File: src/rtl/pin_verifier.sv
// Keypad PIN verifier: collects 4 BCD digits, checks them against a stored PIN,
// locks out after repeated failures. Optional inter-key timeout: `PIN_TIMEOUT_EN.
module pin_verifier #(
    parameter logic [15:0] DEFAULT_PIN    = 16'h1234,
    parameter int          MAX_TRIES      = 3,
    parameter int          LOCK_CYCLES    = 250_000_000,
    parameter int          TIMEOUT_CYCLES = 500_000_000
) (
    input  logic        clk,
    input  logic        rst,
    input  logic        key_valid,
    input  logic [3:0]  key_code,
    input  logic        pin_set,
    input  logic [15:0] pin_new,
    output logic        pin_check,
    output logic        pin_fail,
    output logic        locked,
    output logic [2:0]  digit_count
);

    localparam int LW = $clog2(LOCK_CYCLES + 1);

    typedef enum logic [2:0] {
        S_IDLE,
        S_ENTRY,
        S_CHECK,
        S_OK,
        S_FAIL,
        S_LOCKED
    } state_t;

    state_t          state_q;
    logic [15:0]     pin_q;
    logic [15:0]     buf_q;
    logic [2:0]      cnt_q;
    logic            ovf_q;
    logic [2:0]      fail_q;
    logic [LW-1:0]   lock_q;
    logic            pin_check_q;
    logic            pin_fail_q;
    logic            locked_q;

    logic            is_digit;
    logic            is_clear;
    logic            is_enter;
    logic [3:0]      nib_ok;
    logic            pin_new_ok;
    logic            pin_match;
    logic [2:0]      fail_inc;

`ifdef PIN_TIMEOUT_EN
    localparam int TW = $clog2(TIMEOUT_CYCLES + 1);
    logic [TW-1:0]   tmo_q;
`else
    logic            unused_tmo_param;
    assign unused_tmo_param = (TIMEOUT_CYCLES != 0);
`endif

    assign is_digit = key_valid && (key_code <= 4'd9);
    assign is_clear = key_valid && (key_code == 4'hA);
    assign is_enter = key_valid && (key_code == 4'hB);

    // A new PIN is only accepted if every nibble is a legal BCD digit.
    for (genvar gi = 0; gi < 4; gi++) begin : g_nib
        assign nib_ok[gi] = (pin_new[4*gi+3 -: 4] <= 4'd9);
    end
    assign pin_new_ok = &nib_ok;

    assign pin_match = (cnt_q == 3'd4) && !ovf_q && (buf_q == pin_q);
    assign fail_inc  = fail_q + 3'd1;

    always_ff @(posedge clk) begin
        if (rst) begin
            state_q     <= S_IDLE;
            pin_q       <= DEFAULT_PIN;
            buf_q       <= '0;
            cnt_q       <= '0;
            ovf_q       <= 1'b0;
            fail_q      <= '0;
            lock_q      <= '0;
            pin_check_q <= 1'b0;
            pin_fail_q  <= 1'b0;
            locked_q    <= 1'b0;
`ifdef PIN_TIMEOUT_EN
            tmo_q       <= '0;
`endif
        end else begin
            pin_check_q <= 1'b0;
            pin_fail_q  <= 1'b0;
            case (state_q)
                S_IDLE: begin
                    if (is_digit) begin
                        buf_q   <= {buf_q[11:0], key_code};
                        cnt_q   <= 3'd1;
                        state_q <= S_ENTRY;
`ifdef PIN_TIMEOUT_EN
                        tmo_q   <= TW'(TIMEOUT_CYCLES);
`endif
                    end else if (pin_set && !key_valid && pin_new_ok) begin
                        pin_q <= pin_new;
                    end
                end
                S_ENTRY: begin
                    if (is_digit) begin
                        if (cnt_q < 3'd4) begin
                            buf_q <= {buf_q[11:0], key_code};
                            cnt_q <= cnt_q + 3'd1;
                        end else begin
                            ovf_q <= 1'b1;
                        end
`ifdef PIN_TIMEOUT_EN
                        tmo_q <= TW'(TIMEOUT_CYCLES);
`endif
                    end else if (is_clear) begin
                        buf_q   <= '0;
                        cnt_q   <= '0;
                        ovf_q   <= 1'b0;
                        state_q <= S_IDLE;
                    end else if (is_enter) begin
                        state_q <= S_CHECK;
`ifdef PIN_TIMEOUT_EN
                    end else if (tmo_q == TW'(1)) begin
                        // Abandoned entry: silently discarded, not counted as a failure.
                        buf_q   <= '0;
                        cnt_q   <= '0;
                        ovf_q   <= 1'b0;
                        state_q <= S_IDLE;
                    end else begin
                        tmo_q <= tmo_q - TW'(1);
`endif
                    end
                end
                S_CHECK: begin
                    if (pin_match) begin
                        pin_check_q <= 1'b1;
                        state_q     <= S_OK;
                    end else begin
                        // locked rises together with the final failure pulse.
                        pin_fail_q <= 1'b1;
                        fail_q     <= fail_inc;
                        locked_q   <= (fail_inc == 3'(MAX_TRIES));
                        state_q    <= S_FAIL;
                    end
                end
                S_OK: begin
                    fail_q  <= '0;
                    buf_q   <= '0;
                    cnt_q   <= '0;
                    ovf_q   <= 1'b0;
                    state_q <= S_IDLE;
                end
                S_FAIL: begin
                    buf_q <= '0;
                    cnt_q <= '0;
                    ovf_q <= 1'b0;
                    if (locked_q) begin
                        lock_q  <= LW'(LOCK_CYCLES);
                        state_q <= S_LOCKED;
                    end else begin
                        state_q <= S_IDLE;
                    end
                end
                S_LOCKED: begin
                    if (lock_q == LW'(1)) begin
                        locked_q <= 1'b0;
                        fail_q   <= '0;
                        state_q  <= S_IDLE;
                    end else begin
                        lock_q <= lock_q - LW'(1);
                    end
                end
                default: state_q <= S_IDLE;
            endcase
        end
    end

    assign pin_check   = pin_check_q;
    assign pin_fail    = pin_fail_q;
    assign locked      = locked_q;
    assign digit_count = cnt_q;

endmodule

File: config.mk
export PLATFORM = sky130hd
export DESIGN_NAME = pin_verifier
export DESIGN_NICKNAME = d
export VERILOG_FILES = /design/src/rtl/pin_verifier.sv
export SDC_FILE = /design/constraint.sdc
export NUM_CORES = 1
export LEC_CHECK = 0
export CAP_MARGIN = 40
export CORE_MARGIN = 1.5
export CORE_UTILIZATION = 25
export DETAILED_ROUTE_END_ITERATION = 10
export PLACE_DENSITY_LB_ADDON = 0.3
export SLEW_MARGIN = 30
export SYNTH_ARGS = -nofsm -noshare
export SYNTH_HDL_FRONTEND = slang
export SYNTH_SLANG_ARGS = --single-unit
File: constraint.sdc
create_clock -name clk -period 2.9 [get_ports clk]
set_clock_uncertainty 0.15 [all_clocks]
set_input_delay 0.435 -clock clk [delete_from_list [all_inputs] [get_ports clk]]
set_output_delay 0.435 -clock clk [all_outputs]
set_load 0.01 [all_outputs]
* Yosys cells after proc, flatten, opt, wreduce, memory -nomap -nowiden
Cells that the tools add are included.
** Cells by class
- Reductions and logical operators :: 25
- Add/subtract/negate cells :: 3
- Bitwise gates (word level) :: 2
- Muxes and demuxes :: 31
- Eq/ne operators :: 21
- Magnitude comparators :: 6
** Operator list (count)
- 16-bit two-way mux :: 4
- 28-bit two-way mux :: 2
- 28-bit case mux with 2 select lines :: 1
- 16-bit case mux with 3 select lines :: 1
- 3-bit two-way mux :: 11
- 28-bit by 1-bit == test with 1-bit output (second input constant) :: 1
- 28-bit by 1-bit subtractor with 28-bit output (second input constant) :: 1
- 4-bit less-or-equal comparator (second input constant) :: 5
- 3-bit case mux with 3 select lines :: 2
- 16-bit == test :: 1
- 3-bit case mux with 5 select lines :: 1
- 3-bit AND reduction :: 5
- 2-bit != test (second input constant) :: 6
- 3-bit != test (second input constant) :: 4
- 4-bit AND reduction :: 3
- 3-bit by 2-bit == test with 1-bit output (second input constant) :: 3
- 3-bit == test (second input constant) :: 3
- 4-bit == test (second input constant) :: 2
- 1-bit logical AND :: 7
- 1-bit two-way mux :: 7
- 3-bit by 1-bit adder with 3-bit output (second input constant) :: 2
- 2-bit nonzero test :: 3
- 3-bit nonzero test :: 2
- 1-bit case mux with 2 select lines :: 2
- other kinds (6) :: 9
** Word-level totals
- Bits of input ports :: 24
- Logic and storage cells :: 98
- Output and inout bits :: 6
- Flip-flop bits (word level) :: 73

* Depth between registers and ports, before layout
Gate-level depths: netlist (run 1).
- Word-level depth :: 6
- Mapped depth :: 8
- Gate-level depth less buffers :: 7

* Worst setup path after synthesis (run 1)
OpenSTA, ideal clock, no wires.
- Path type :: register -> register
- Start :: reg lock_q[11]
- End :: reg lock_q[27]
- Setup time :: 0.124 ns
- Arrival :: 2.094 ns
- Required time :: 2.626 ns
- Period minus slack after synthesis :: 2.368 ns
- Buffers on the path :: 0
- Setup slack :: 0.532 ns
- Cell stages (with the launch flop) :: 7
- Cells stage by stage :: dfxtp_1 > or4_4 > or4_4 > or2_4 > nor4_4 > nand4_1 > o311a_2
** Between the ends
- Word-level cells in the longest chain between the ends :: 3
- Elaborated cells between the ends (all ways) :: 6
- Those cells by class :: add/sub: 1; eq/ne: 2; mux: 2; reduce/logical: 1
** Ends and longest elaborated chain
- from (decl) :: RTL line 38 : logic [LW-1:0] lock_q;
- from (signal assigned) :: RTL line 157 : lock_q <= LW'(LOCK_CYCLES);
- from (signal assigned) :: RTL line 169 : lock_q <= lock_q - LW'(1);
- 28-bit by 1-bit subtractor with 28-bit output / 28-bit by 1-bit == test with 1-bit output (equally long branches) :: RTL line 169, 164
- 28-bit two-way mux / 2-bit != test (equally long branches)
- 28-bit case mux with 2 select lines / 3-bit AND reduction (equally long branches)
Parallel ways exist; a longest one is shown, timed or not. The select of a mux whose other input is x is not followed.
A chain may end at the register's enable or synchronous reset.

* Worst setup path after layout (run 1)
- Start :: reg lock_q[18]
- End :: reg lock_q[10]
** Between the ends
- Word-level cells in the longest chain between the ends :: 3
** Ends and longest elaborated chain
- 28-bit by 1-bit == test with 1-bit output :: RTL line 164 : if (lock_q == LW'(1)) begin
- 2-bit != test (no source line)
- 3-bit AND reduction (no source line)
Every way passes these cells.

==> results of run 1 <==
## area by class of cell
class | count | area [µm²] | area share, %
Multi-Input combinational cell | 313 | 1950 | 44.5
Sequential cell | 73 | 1460 | 33.3
Timing Repair Buffer | 44 | 415 | 9.45
Clock buffer | 10 | 229 | 5.21
Tap cell | 180 | 225 | 5.13
Clock inverter | 6 | 67.6 | 1.54
Inverter | 11 | 41.3 | 0.940
## metrics by stage
| stage | instances | power, mW |
|---|---|---|
| after global placement | 621 | 1.27 |
| final | 637 | 2.35 |
| after floorplan | 416 | 1.18 |
| after detailed placement | 621 | 1.27 |
| after CTS | 637 | 2.38 |
| after global routing | 637 | 2.45 |
## cell usage after synthesis, types with 3 or more instances
cell type	number	area [µm²]
a211oi_1	5	37.5
a21oi_1	28	140
and3_1	3	18.8
clkbuf_1	14	52.6
dfxtp_1	73	1460
ha_1	6	75.1
inv_1	10	37.5
mux2i_1	17	170
nand2_1	37	139
nand2b_1	4	25.0
nand3_1	24	120
nand4_1	5	31.3
nor2_1	43	161
nor3_1	14	70.1
nor4_1	10	62.6
o211ai_1	4	30.0
o21ai_0	33	165
or3_1	6	37.5
xnor2_1	19	166
xor2_1	19	166
## worst max path at each step
| stage | start | endpoint | slack, ps | depth (start not counted) |
|---|---|---|---|---|
| finish | lock_q[18] | lock_q[10] | 280 | 6 |
| global route | lock_q[18] | lock_q[10] | 90 | 6 |
| CTS | lock_q[18] | lock_q[10] | 290 | 6 |
| detailed placement | lock_q[18] | lock_q[10] | 300 | 6 |
| global placement | lock_q[18] | lock_q[3] | 380 | 6 |
| floorplan | lock_q[11] | lock_q[27] | 530 | 6 |
## state kept, by name, indices dropped and copies added (netlist names)
register     count
fail_q           3
pin_check        1
buf_q           16
pin_q           16
lock_q          28
state_q          3
pin_fail         1
digit_count      3
locked           1
ovf_q            1
## logic make-up after synthesis
group                      synth area share [%]
AOI/OAI and AO/OA                          15.3
xor gates and xnor gates                   9.40
adders and majority gates                  2.12
buffers and inverters                      3.74
DFF                                        41.3
muxes                                      4.80
and+or+nand+nor                            23.4
## metal layers
layer	track usage, %	share of wire (%)	vias up
li1	-	-	1556
met1	15.8	48	1458
met2	20.3	47	58
met3	3.23	3.6	7
met4	3.38	0.68	0
met5	0	0	-
## power breakdown
part	internal, mW	total (mW)	leakage (nW)	switching, mW
clock	0.669	1.10	0.139	0.436
sequential	1.02	1.04	0.590	0.0201
combinational	0.0918	0.205	0.841	0.114
total	1.78	2.35	1.57	0.569
## worst register-to-register path, delay by kind of cell, from the launching register on
family	cells	cell delay (ps)
AND/OR/NAND/NOR	3	1080
flip-flops	1	360
XOR/XNOR	1	180
AO/OA/AOI/OAI	2	730
==> results.sh, run 1 <==
export IMPL_status="complete, no violations"
export IMPL_layout_min_cycle_time_ps=2620
export IMPL_end_kind="flip-flop"
export IMPL_hpwl_um=6170
export IMPL_firstDrtPassIters=4
export IMPL_routed_wl_um=8550
export IMPL_path_cells="or4_2 -> nor3_1 -> a31o_2 -> a2111oi_0 -> xnor2_1 -> nor2_1"
export IMPL_cts_tree="done"
export IMPL_min_period_over_period_pct=90.2
export IMPL_slowest_stage="or4_2"
export IMPL_die_x_um=122
export IMPL_setup_tns_ps=0
export IMPL_drv_slew=0
export IMPL_synth_seq_cells=73
export IMPL_stdcell_area_um2=4390
export IMPL_seq_area_frac_synth_pct=41.3
export IMPL_worst_hold_path_type="flip-flop to flip-flop"
export IMPL_min_from="lock_q[7]"
export IMPL_io_pins=30
export IMPL_numCtsBuffers=9
export IMPL_yosysWarnings=0
export IMPL_avgSynthCellArea_um2=8.51
export IMPL_reg2regPathDepth=6
export IMPL_max_freq_ghz=0.382
export IMPL_post_drt_wl_per_cell_um=13.4
export IMPL_first_global_vias=2941
export IMPL_first_iter_violations=120
export IMPL_synth_edff_count=0
export IMPL_power_per_cell_area_nw_per_um2=535
export IMPL_arrival_ps=2670
export IMPL_setup_worst_path_class="flip-flop to flip-flop"
export IMPL_crit_path_start_kind="flip-flop"
export IMPL_clock_root_buffer="clkbuf_16"
export IMPL_antenna_found_initial=0
export IMPL_grt_use_total_pct=12.3
export IMPL_r2r_end="lock_q[10]"
export IMPL_layout_commonest_cell="dfxtp_1"
export IMPL_area_growth_pct=24.1
export IMPL_placed_area_um2=4100
export IMPL_grt_max_degree=33
export IMPL_final_cell_mix="73 x dfxtp_1, 42 x nor2_1, 37 x nand2_1, 33 x o21ai_0, 29 x clkdlybuf4s50_1"
export IMPL_chipHeight_um=122
export IMPL_grt_overflow=0
export IMPL_cap_violations=0
export IMPL_crit_required_ps=2950
export IMPL_diodes=0
export IMPL_min_to="lock_q[7]"
export IMPL_fin_ws_ps=284
export IMPL_fillers=1516
export IMPL_final_core_util_pct=31.7
export IMPL_ant_nets=0
export IMPL_cts_htree_levels=3
export IMPL_p_leak_nw=1.57
export IMPL_finalSetupViolations=0
export IMPL_path_buf_inv=0
export IMPL_drc=0
export IMPL_io_buffers=29
export IMPL_max_slew_margin_rel_pct=58.5
export IMPL_nets=482
export IMPL_grt_setup_unrepaired="false"
export IMPL_reg2reg_slack_ps=280
export IMPL_clk_pin_slew_ps=60
export IMPL_hold_viol=0
export IMPL_insertion_delay_ps=330
export IMPL_synth_cell_area_um2=3540
export IMPL_hold_path_depth=1
export IMPL_async_flop_share_pct=0
export IMPL_tightestPinTransition_ps=617
export IMPL_grt_first_pass_wirelength_um=14400
export IMPL_syn_inst=416
export IMPL_rows=43
export IMPL_place_gp_congestion=0.798
export IMPL_pre_cts_slack_ps=303
export IMPL_synthFlopType="dfxtp_1"
export IMPL_postCtsResizedCells=0
export IMPL_r2r_start="lock_q[18]"
export IMPL_hold_slack_ps=336
export IMPL_clk_path_buf_depth=2
export IMPL_drive_above_1_share_pct=9.63
export IMPL_cp_top_family="simple AND/OR/NAND/NOR gates"
export IMPL_synth_distinct_cells=52
export IMPL_coreArea_um2=13900
export IMPL_critical_path_max_fanout=17
export IMPL_ir_worst_vdd_uv=348
export IMPL_start_util_pct=25.5
export IMPL_synth_fp_nets=446
export IMPL_dieArea_um2=14900
export IMPL_cts_sinks=73
export IMPL_via_count=3079
export IMPL_routed_via_density=4.83
export IMPL_post_cts_buffers=0
export IMPL_hold_buffers=0
export IMPL_max_stage_delay_ps=720
Power figures use the tool's default switching activity.
==> run 2, diff against run 1 <==
--- a/config.mk
+++ b/config.mk
@@ -6,6 +6,7 @@
 export NUM_CORES = 1
 export LEC_CHECK = 0
 export CAP_MARGIN = 40
+export CORE_ASPECT_RATIO = 0.6
 export CORE_MARGIN = 1.5
 export CORE_UTILIZATION = 25
 export DETAILED_ROUTE_END_ITERATION = 10
==> run 2 against run 1 <==
Effect of this change:
- global-route usage up 1.1 points
- utilization up 0.38 points
- largest cell class unchanged
- non-clock buffer count decreased by 1
- first-iteration DRC count increased by 73%
- routed wire length increased by 7.0%
- critical path type unchanged
==> results.sh, run 2 (same netlist as run 1, synthesis figures left out) <==
export IMPL_firstDrtPassIters=4
export IMPL_hold_viol=0
export IMPL_cts_htree_levels=3
export IMPL_dieArea_um2=14900
export IMPL_tightestPinTransition_ps=645
export IMPL_ant_nets=0
export IMPL_numCtsBuffers=9
export IMPL_post_drt_wl_per_cell_um=14.1
export IMPL_rows=33
export IMPL_p_leak_nw=1.57
export IMPL_final_core_util_pct=32.0
export IMPL_grt_overflow=0
export IMPL_max_freq_ghz=0.390
export IMPL_io_buffers=29
export IMPL_grt_use_total_pct=13.3
export IMPL_place_gp_congestion=0.824
export IMPL_finalSetupViolations=0
export IMPL_drc=0
export IMPL_crit_required_ps=2970
export IMPL_area_growth_pct=24.3
export IMPL_layout_min_cycle_time_ps=2560
export IMPL_layout_commonest_cell="dfxtp_1"
export IMPL_largest_reg_flops=28
export IMPL_coreArea_um2=13700
export IMPL_ir_worst_vdd_uv=228
export IMPL_worst_hold_path_type="flip-flop to flip-flop"
export IMPL_setup_tns_ps=0
export IMPL_reg_largest_list="lock_q: 28 flops, buf_q: 16 flops, pin_q: 16 flops"
export IMPL_post_cts_buffers=0
export IMPL_routed_via_density=4.65
export IMPL_die_x_um=157
export IMPL_insertion_delay_ps=330
export IMPL_path_cells="or4_2 -> nor3_1 -> a31o_2 -> buf_12 -> nor4_4 -> o311a_2"
export IMPL_end_kind="flip-flop"
export IMPL_crit_path_start_kind="flip-flop"
export IMPL_diodes=0
export IMPL_power_per_cell_area_nw_per_um2=539
export IMPL_antenna_found_initial=0
export IMPL_first_iter_violations=208
export IMPL_clk_pin_slew_ps=60
export IMPL_drv_slew=0
export IMPL_hold_buffers=0
export IMPL_io_pins=30
export IMPL_hpwl_um=6690
export IMPL_cts_sinks=73
export IMPL_min_period_over_period_pct=88.4
export IMPL_largest_register="lock_q"
export IMPL_arrival_ps=2630
export IMPL_nets=481
export IMPL_setup_worst_path_class="flip-flop to flip-flop"
export IMPL_first_global_vias=2942
export IMPL_via_count=3016
export IMPL_grt_setup_unrepaired="false"
export IMPL_max_stage_delay_ps=720
export IMPL_clk_path_buf_depth=2
export IMPL_postCtsResizedCells=0
export IMPL_chipHeight_um=95.2
export IMPL_cap_violations=0
export IMPL_slowest_stage="or4_2"
export IMPL_max_slew_margin_rel_pct=56.7
export IMPL_routed_wl_um=9160
export IMPL_clock_root_buffer="clkbuf_16"
export IMPL_critical_path_max_fanout=15
export IMPL_status="complete, no violations"
export IMPL_final_cell_mix="73 x dfxtp_1, 43 x nor2_1, 37 x nand2_1, 33 x o21ai_0, 29 x clkdlybuf4s50_1"
export IMPL_start_util_pct=25.8
export IMPL_drive_above_1_share_pct=9.43
export IMPL_cts_tree="done"
export IMPL_grt_first_pass_wirelength_um=15400
export IMPL_grt_max_degree=34
==> run 2: area by class of cell <==
type	count	area [µm²]
Sequential cell	73	1460
Clock inverter	7	76.3
Clock buffer	9	225
Timing Repair Buffer	43	408
Multi-Input combinational cell	313	1950
Tap cell	192	240
Inverter	11	41.3
Fill cell	1423	9350
==> run 2: critical path, delay by kind of cell (launching register included) <==
kind,cells,cell delay (ps)
simple gates,3,1140
flops,1,360
compound gates,2,620
buf+inv,1,170
==> run 2: final timing paths <==
kind	start	endpoint	slack [ps]	cells past startpoint
hold / removal	lock_q[7]	lock_q[7]	330	1
hold reg to reg	lock_q[7]	lock_q[7]	330	1
setup / recovery	lock_q[18]	lock_q[27]	340	6
setup reg to reg	lock_q[18]	lock_q[27]	340	6
==> run 2: power breakdown <==
group	internal, mW	leakage [nW]	switching [mW]
Clock	0.673	0.143	0.455
Combinational	0.0848	0.836	0.119
Sequential	1.02	0.590	0.0204
==> run 2: per-layer routing <==
metal	GRT usage, %	part of all wire (%)	vias up
met5	0	0	-
met4	4.29	0.50	0
met3	3.14	4.4	2
met2	17.2	35	52
met1	20.9	60	1401
li1	-	-	1561
==> run 2: stage by stage <==
stage / std cells / hold WS, ps / total power [mW] / cell area (µm²) / setup slack [ps]
6_report: 648 / 335 / 2.37 / 4400 / 337
5_1_grt: 648 / 369 / 2.48 / 4400 / 151
4_1_cts: 648 / 330 / 2.40 / 4400 / 319
3_5_place_dp: 632 / 314 / 1.27 / 4100 / 206
3_3_place_gp: 632 / 316 / 1.26 / 4100 / 283
2_1_floorplan: 416 / 293 / 1.18 / 3540 / 532
